$ cat config.mk
export PLATFORM = sky130hd
export DESIGN_NAME = irq_ctrl
export DESIGN_NICKNAME = d
export VERILOG_FILES = /design/src/rtl/irq_ctrl_pkg.sv /design/src/rtl/irq_sync.sv /design/src/rtl/irq_ctrl.sv
export SDC_FILE = /design/constraint.sdc
export NUM_CORES = 1
export LEC_CHECK = 0
export ABC_AREA = 1
export ABC_CLOCK_PERIOD_IN_PS = 2100
export BUFFER_PORTS_ARGS = -buffer_cell sky130_fd_sc_hd__buf_2
export CORE_MARGIN = 2
export CORE_UTILIZATION = 40
export CTS_CLUSTER_SIZE = 28
export DETAILED_ROUTE_END_ITERATION = 8
export PLACE_DENSITY_LB_ADDON = 0.3
export SKIP_LAST_GASP = 1
export SLEW_MARGIN = 20
export SYNTH_ARGS = -nofsm -noshare
export SYNTH_HDL_FRONTEND = slang
export SYNTH_SLANG_ARGS = --single-unit
export TNS_END_PERCENT = 30
$ cat constraint.sdc
create_clock -name clk_i -period 2.1 [get_ports clk_i]
set_input_delay 0.42 -clock clk_i [delete_from_list [all_inputs] [get_ports clk_i]]
set_output_delay 0.42 -clock clk_i [all_outputs]
set_load 0.02 [all_outputs]
$ cat src/rtl/irq_ctrl_pkg.sv
// Shared definitions for the interrupt controller: FSM encoding, register
// offsets and claim-ID width.
package irq_ctrl_pkg;

  localparam int ID_W = 4;

  localparam logic [3:0] OFF_PENDING = 4'h0;
  localparam logic [3:0] OFF_ENABLE  = 4'h4;
  localparam logic [3:0] OFF_CLAIM   = 4'h8;

  typedef enum logic [1:0] {
    ST_IDLE    = 2'd0,
    ST_REQ     = 2'd1,
    ST_SERVICE = 2'd2
  } state_e;

endpackage

$ cat src/rtl/irq_sync.sv
// N-wide two-flop synchronizer bringing asynchronous interrupt lines into
// the clk_i domain.
module irq_sync #(
  parameter int N_IRQ = 8
) (
  input  logic             clk_i,
  input  logic             reset_i,
  input  logic [N_IRQ-1:0] async_i,
  output logic [N_IRQ-1:0] sync_o
);

  logic [N_IRQ-1:0] meta_q;

  always_ff @(posedge clk_i or negedge reset_i) begin
    if (!reset_i) begin
      meta_q <= '0;
      sync_o <= '0;
    end else begin
      meta_q <= async_i;
      sync_o <= meta_q;
    end
  end

endmodule

$ cat src/rtl/irq_ctrl.sv
// Memory-mapped interrupt controller: PENDING/ENABLE/CLAIM registers, fixed
// priority (index 0 highest), single-level REQ/SERVICE handshake with the CSR
// unit. Define IRQ_CTRL_EDGE_TRIG_EN for edge-latched pending; default is level.
//
// Handshake: meip_o is high exactly while state_o is REQ; an ack_i pulse seen
// in REQ takes the interrupt, and a CLAIM write of the matching ID completes it.
module irq_ctrl
  import irq_ctrl_pkg::*;
#(
  parameter int N_IRQ = 8
) (
  input  logic             clk_i,
  input  logic             reset_i,
  input  logic [N_IRQ-1:0] irq_i,
  input  logic             ack_i,
  output logic             meip_o,
  input  logic [3:0]       addr_i,
  input  logic [31:0]      wdata_i,
  input  logic             wen_i,
  output logic [31:0]      rdata_o,
  output logic [1:0]       state_o
);

  logic [N_IRQ-1:0] irq_sync_w;
  logic [N_IRQ-1:0] pending_q;
  logic [N_IRQ-1:0] enable_q;
  logic [N_IRQ-1:0] pend_en;
  logic [ID_W-1:0]  claim_id_q;
  logic [ID_W-1:0]  prio_id;
  state_e           state_q;
  state_e           state_d;
  logic             wr_pending;
  logic             wr_enable;
  logic             wr_claim;
  logic             take;
  logic             complete;
  logic [31:0]      rd_val;
  logic             unused_sig;

  irq_sync #(.N_IRQ(N_IRQ)) u_sync (
    .clk_i   (clk_i),
    .reset_i (reset_i),
    .async_i (irq_i),
    .sync_o  (irq_sync_w)
  );

  assign wr_pending = !wen_i && (addr_i == OFF_PENDING);
  assign wr_enable  = !wen_i && (addr_i == OFF_ENABLE);
  assign wr_claim   = !wen_i && (addr_i == OFF_CLAIM);
  assign pend_en    = pending_q & enable_q;
  assign take       = (state_q == ST_REQ) && ack_i && (|pend_en);
  assign complete   = (state_q == ST_SERVICE) && wr_claim &&
                      (wdata_i[ID_W-1:0] == claim_id_q);
  assign unused_sig = ^{wdata_i, wr_pending};

  // Scan from the top so the lowest set index is the last one to win.
  always_comb begin
    prio_id = '0;
    for (int i = N_IRQ - 1; i >= 0; i--) begin
      if (pend_en[i]) prio_id = ID_W'(i);
    end
  end

`ifdef IRQ_CTRL_EDGE_TRIG_EN
  logic [N_IRQ-1:0] sync_prev_q;
  logic [N_IRQ-1:0] rise;
  logic [N_IRQ-1:0] w1c_mask;
  logic [N_IRQ-1:0] claim_mask;

  assign rise       = irq_sync_w & ~sync_prev_q;
  assign w1c_mask   = wr_pending ? wdata_i[N_IRQ-1:0] : '0;
  assign claim_mask = take ? (N_IRQ'(1) << prio_id) : '0;

  // A fresh rising edge is OR'd in after the clears so it wins a same-cycle W1C.
  always_ff @(posedge clk_i or negedge reset_i) begin
    if (!reset_i) begin
      sync_prev_q <= '0;
      pending_q   <= '0;
    end else begin
      sync_prev_q <= irq_sync_w;
      pending_q   <= (pending_q & ~(w1c_mask | claim_mask)) | rise;
    end
  end
`else
  always_ff @(posedge clk_i or negedge reset_i) begin
    if (!reset_i) begin
      pending_q <= '0;
    end else begin
      pending_q <= irq_sync_w;
    end
  end
`endif

  always_ff @(posedge clk_i or negedge reset_i) begin
    if (!reset_i) begin
      enable_q   <= '0;
      claim_id_q <= '0;
    end else begin
      if (wr_enable) enable_q <= wdata_i[N_IRQ-1:0];
      if (take)      claim_id_q <= prio_id;
    end
  end

  always_ff @(posedge clk_i or negedge reset_i) begin
    if (!reset_i) begin
      state_q <= ST_IDLE;
    end else begin
      state_q <= state_d;
    end
  end

  always_comb begin
    state_d = state_q;
    case (state_q)
      ST_IDLE: begin
        if (|pend_en) state_d = ST_REQ;
      end
      ST_REQ: begin
        if (!(|pend_en))  state_d = ST_IDLE;
        else if (ack_i)   state_d = ST_SERVICE;
      end
      ST_SERVICE: begin
        if (complete) state_d = ST_IDLE;
      end
      default: state_d = ST_IDLE;
    endcase
  end

  assign meip_o  = (state_q == ST_REQ);
  assign state_o = state_q;

  always_comb begin
    rd_val = '0;
    case (addr_i)
      OFF_PENDING: rd_val[N_IRQ-1:0] = pending_q;
      OFF_ENABLE:  rd_val[N_IRQ-1:0] = enable_q;
      OFF_CLAIM: begin
        if (state_q == ST_SERVICE)
          rd_val[ID_W:0] = (ID_W+1)'(claim_id_q) + (ID_W+1)'(1);
      end
      default: rd_val = '0;
    endcase
  end

  always_ff @(posedge clk_i or negedge reset_i) begin
    if (!reset_i) begin
      rdata_o <= '0;
    end else begin
      rdata_o <= rd_val;
    end
  end

endmodule

# After elaboration in Yosys (flattened, before gate mapping)
# Cells that the tools add are included.
# W data, S select, Z words.
# totals
inputBits,48
register_bits,46
wordCells,44
output_inout_bits,35
# classes
add_sub_neg,1
mux,16
n_reduce_logical,11
eq_ne,8
n_bitwise,1
# ops
op,count
$mux W3,5
$pmux W5 S3,1
$mux W4,3
$and A8 B8 Y8,1
$mux W2,4
$reduce_or A8 Y1,1
$logic_and A1 B1 Y1,6
$pmux W2 S3,1
$pmux W3 S2,1
$add A4 B1 Y5 const B,1
$mux W5,1
$eq A4 B3 Y1 const B,1
$eq A4 B4 Y1,1
$eq A4 B4 Y1 const B,1
$logic_not A4 Y1,1
$ne A2 B2 Y1 const B,2
$ne A3 B3 Y1 const B,1
$reduce_and A3 Y1,1
$eq A2 B1 Y1 const B,1
$eq A2 B2 Y1 const B,1
$logic_not A2 Y1,1
$logic_not A1 Y1,1

# Depth between registers and ports, before layout
# logic_depth
word_depth,9
mapped_depth,10
depth_no_buf,10

# Modules after synthesis
# A second synthesis with hierarchy kept.
# unflattened
cells_unflattened,176
hier_area_um2,1874.3
# modules_own_cells
mod,area_each_um2,instances,seq_area_each_um2,cells_each
irq_ctrl,1473.9,1,725.7,160
irq_sync,400.4,1,400.4,16

# Worst setup path before layout
# OpenSTA, ideal clock, no wires.
# synth_timing
path_kind,input port to flip-flop
startpoint,input port addr_i[1]
endpoint,register enable_q[6]
path_stages,7
required_time_ps,1983
setup_time_ps,117
arrival_ps,1168
path_slack_ps,815
path_buffers,2
cell_sequence,nor2_1 nand3_1 or2_1 buf_2 buf_6 nand2_1 o21ai_2
# synth_between
elab_chain_cells,2
# synth_rtl
element,line_no,source
start: declaration,irq_ctrl.sv:17,"input logic [3:0] addr_i,"
$eq A4 B3 Y1,irq_ctrl.sv:48,assign wr_enable = !wen_i && (addr_i == OFF_ENABLE);
$logic_and A1 B1 Y1,irq_ctrl.sv:48,
end signal: assignment,irq_ctrl.sv:99,if (wr_enable) enable_q <= wdata_i[N_IRQ-1:0];
end: declaration,irq_ctrl.sv:26,logic [N_IRQ-1:0] enable_q;
# Every way passes these cells.
# A chain may end at the register's enable or synchronous reset.

# Final worst setup path
# layout_timing
startpoint,"register state_q[1], in the netlist state_o[1]"
endpoint,output port meip_o
# layout_between
elab_chain_cells,1
# layout_rtl
element,line_no,source
start: declaration,irq_ctrl.sv:30,state_e state_q;
start signal: assignment,irq_ctrl.sv:108,state_q <= state_d;
$eq A2 B1 Y1,irq_ctrl.sv:129,assign meip_o = (state_q == ST_REQ);
end: declaration,irq_ctrl.sv:16,"output logic meip_o,"
# Every way passes these cells.

==> impl_metrics.xml <==
<?xml version="1.0" encoding="UTF-8"?>
<metrics>
  <group name="sta">
    <metric name="timing.slew.headroom" unit="%">53.7</metric>
    <metric name="drv_slew" unit="">0</metric>
    <metric name="layout_worst_path_cycle_share" unit="%">67.3</metric>
    <metric name="fmax" unit="MHz">708</metric>
    <metric name="finalCriticalPeriod" unit="ns">1.41</metric>
    <metric name="setup_total_negative_slack" unit="ns">0</metric>
    <metric name="tightestPinTransition" unit="ns">0.694</metric>
    <metric name="finalSetupViolCount" unit="">0</metric>
    <metric name="rsz_0062_raised_after_global_routing" unit="">no</metric>
    <metric name="clock_skew" unit="ns">0.00371</metric>
    <metric name="hold_viol" unit="">0</metric>
  </group>
  <group name="grt">
    <metric name="antenna_found_initial" unit="">0</metric>
    <metric name="gr-usage-all-layers" unit="%">12.1</metric>
    <metric name="grt.overflow.total" unit="">0</metric>
    <metric name="grt_first_pass_wirelength" unit="um">4680</metric>
    <metric name="first_global_vias" unit="">1075</metric>
    <metric name="grt_start_max_net_pins" unit="">46</metric>
  </group>
  <group name="route">
    <metric name="route.vias.total" unit="">1164</metric>
    <metric name="detailedRoute.firstIterationViolations" unit="">31</metric>
    <metric name="drtAntennaViolNets" unit="">0</metric>
    <metric name="detail_route.first_pass.iterations" unit="">4</metric>
    <metric name="drt-total-wl" unit="um">2770</metric>
    <metric name="wl_per_instance" unit="um">10.2</metric>
    <metric name="post-route-drc-count" unit="">0</metric>
    <metric name="viasPerCell" unit="">4.30</metric>
  </group>
  <group name="clock_network">
    <metric name="cts-resized-gates" unit="">0</metric>
    <metric name="cts_num_sinks" unit="">45</metric>
    <metric name="cts_made_buffers" unit="">5</metric>
    <metric name="clkLatencyLatePin" unit="ns">0.29</metric>
    <metric name="clk_transition_reported_paths" unit="ns">0.08</metric>
    <metric name="largest_buffer_count_on_any_clock_path" unit="">2</metric>
    <metric name="cts_tree" unit="">yes</metric>
    <metric name="cts-hold-fix-buffers" unit="">0</metric>
    <metric name="cts-htree-levels" unit="">2</metric>
    <metric name="cts_root_buffer" unit="">clkbuf_8</metric>
    <metric name="post-cts-setup-buffer-count" unit="">0</metric>
  </group>
  <group name="power">
    <metric name="leakagePower" unit="uW">0.00116</metric>
    <metric name="combinationalPowerShare" unit="%">19.0</metric>
    <metric name="p_sw_share" unit="%">28.9</metric>
    <metric name="cell_internal_pwr" unit="uW">1510</metric>
    <metric name="power.clock.fraction" unit="%">31.0</metric>
    <metric name="peakVddDrop" unit="mV">0.458</metric>
    <metric name="power.net_switching" unit="uW">613</metric>
    <metric name="power" unit="uW">2120</metric>
    <metric name="powerDensity" unit="nW/um^2">1010</metric>
    <metric name="power.share.sequential" unit="%">49.9</metric>
  </group>
  <group name="critical_path">
    <metric name="cp_data_arrival_time" unit="ns">0.99</metric>
    <metric name="critical_path_buf_inv_count" unit="">1</metric>
    <metric name="required_time_of_the_critical_path" unit="ns">1.68</metric>
    <metric name="largest_delay_contributor_family_on_the_critical_path" unit="">flip-flops</metric>
    <metric name="reg2reg_to" unit="">claim_id_q[0]</metric>
    <metric name="worst-setup-path-type" unit="">register to output port</metric>
    <metric name="timing.reg2reg.setup_slack" unit="ns">0.85</metric>
    <metric name="cp-end-kind" unit="">output port</metric>
    <metric name="critical_path.startpoint_type" unit="">register</metric>
    <metric name="max_stage_delay" unit="ns">0.42</metric>
    <metric name="crit_cells" unit="">2</metric>
    <metric name="path_cells" unit="">nor2_1 -&gt; buf_2</metric>
    <metric name="cp_max_fo" unit="">5</metric>
    <metric name="r2r.worst_path.cells" unit="">8</metric>
    <metric name="timing.critical_path.slowest_stage_cell" unit="">dfrtp_1</metric>
    <metric name="worstReg2RegStart" unit="">enable_q[3]</metric>
  </group>
  <group name="final_layout">
    <metric name="antenna_cells_inserted" unit="">0</metric>
    <metric name="post_route_cells_drive_above_1_share" unit="%">24.2</metric>
    <metric name="finalNetCount" unit="">267</metric>
    <metric name="final.fill_count" unit="">439</metric>
    <metric name="area_growth" unit="%">13.5</metric>
  </group>
  <group name="placed_design">
    <metric name="place.detailed.hpwl" unit="um">2010</metric>
    <metric name="io_buffer_count" unit="">34</metric>
    <metric name="gp_congestion" unit="">0.815</metric>
  </group>
  <group name="synth">
    <metric name="synth-seq-cells" unit="">45</metric>
    <metric name="synth_seq_area_share" unit="%">61.0</metric>
    <metric name="yosys_warnings" unit="">0</metric>
    <metric name="synth_cell_type_count" unit="">23</metric>
    <metric name="synth.avg_cell_area" unit="um^2">10.3</metric>
    <metric name="synth_cells" unit="">179</metric>
    <metric name="post_synth_instance_area" unit="um^2">1850</metric>
  </group>
  <group name="die">
    <metric name="initial_core_util" unit="%">41.8</metric>
    <metric name="coreArea" unit="um^2">4410</metric>
    <metric name="die_w" unit="um">71.9</metric>
    <metric name="die_height" unit="um">71.9</metric>
    <metric name="floorplan.io_pins" unit="">83</metric>
    <metric name="dieArea" unit="um^2">5180</metric>
    <metric name="num_rows" unit="">24</metric>
  </group>
  <group name="worst_hold_path">
    <metric name="hp-class" unit="">primary input to async pin</metric>
  </group>
  <group name="outcome">
    <metric name="status" unit="">finished, final reports clean</metric>
  </group>
  <group name="run">
    <metric name="maxCapViolCount" unit="">0</metric>
  </group>
</metrics>
==> placed cells by master (no fill, tap or decap), types with 3 or more instances in the layout <==
master / n
buf_2: 34
dfrtp_1: 45
nor2_1: 9
a22o_1: 4
o21ai_2: 8
clkbuf_8: 6
xor2_1: 3
nand3_1: 5
nor3_1: 3
conb_1: 24
nand2_1: 47
inv_1: 15
==> metrics by stage <==
step | hold slack [ns] | setup WS, ns | utilization (%) | std cells | instance area [um^2]
after floorplan | 0.124 | 0.815 | - | 202 | 1930
after global placement | 0.332 | 0.550 | 44.8 | 263 | 1980
after detailed placement | 0.335 | 0.538 | 44.8 | 263 | 1980
after CTS | 0.210 | 0.680 | 47.5 | 271 | 2100
after global routing | 0.205 | 0.633 | 47.5 | 271 | 2100
final | 0.185 | 0.687 | 47.5 | 271 | 2100
==> Yosys cell counts <==
cell | n | area [um^2]
nand2_1 | 47 | 176
dfrtp_1 | 45 | 1130
buf_4 | 24 | 180
inv_1 | 15 | 56.3
nor2_1 | 9 | 33.8
o21ai_2 | 8 | 70.1
nand3_1 | 5 | 25.0
a22o_1 | 4 | 35.0
nor3_1 | 3 | 15.0
xor2_1 | 3 | 26.3
a21oi_1 | 2 | 10.0
inv_2 | 2 | 7.51
nand4_1 | 2 | 12.5
and3_1 | 1 | 6.26
buf_2 | 1 | 5.00
buf_6 | 1 | 11.3
conb_1 | 1 | 3.75
ha_1 | 1 | 12.5
nor2_2 | 1 | 6.26
o21ai_0 | 1 | 5.00
o21bai_1 | 1 | 7.51
or2_1 | 1 | 6.26
xnor2_1 | 1 | 8.76
==> sequential cells by signal, indices dropped and copies added, names as in the netlist <==
name and flops:
rdata_o 8, claim_id_q 3, state_o 2, enable_q 8, pending_q 8, u_sync.meta_q 8, u_sync.sync_o 8
==> worst register-to-register path, delay by kind of cell, from the launching register on <==
| family | cells | cell delay (ns) |
|---|---|---|
| flip-flops | 1 | 0.41 |
| AND/OR/NAND/NOR | 8 | 0.75 |
==> layout make-up <==
cell class / count / area, um^2 / share of cell area (%)
Multi-Input combinational cell: 114 / 547 / 26.1
Inverter: 17 / 63.8 / 3.04
Sequential cell: 45 / 1130 / 53.7
Clock buffer: 7 / 86.3 / 4.12
Clock inverter: 1 / 30.0 / 1.43
Tap cell: 52 / 65.1 / 3.10
Timing Repair Buffer: 35 / 178 / 8.48
==> per-layer routing <==
metal	vias up	track usage (%)	wire (um)
met3	8	3.61	206
met2	48	19.1	1270
met4	0	7.55	78
li1	584	-	-
met1	524	14.6	1220
met5	-	0	0
==> logic make-up after synthesis <==
group | count (synthesis) | synth area share, %
other | 1 | 0.203
adder cells (fa/ha/maj) | 1 | 0.677
AO/OA/AOI/OAI | 16 | 6.91
flip-flops | 45 | 61.0
AND/OR/NAND/NOR | 69 | 15.2
buffers and inverters | 43 | 14.1
XOR/XNOR | 4 | 1.90
==> worst max-delay path by stage <==
stage                from     endpoint  slack (ns)
6_report       state_o[1]       meip_o        0.69
4_1_cts        state_o[1]       meip_o        0.68
3_3_place_gp    addr_i[1]  enable_q[5]        0.55
3_5_place_dp    addr_i[1]  enable_q[0]        0.54
2_1_floorplan   addr_i[1]  enable_q[6]        0.82
5_1_grt        state_o[1]       meip_o        0.63
==> power groups by stage <==
stage	Combinational [uW]	Sequential, uW	Clock (uW)
floorplan	298	1090	0
global placement	402	1070	0
detailed placement	408	1080	0
CTS	409	1060	681
global route	462	1080	726
finish	404	1060	658
Note: power is estimated with default switching activity, not from simulation.
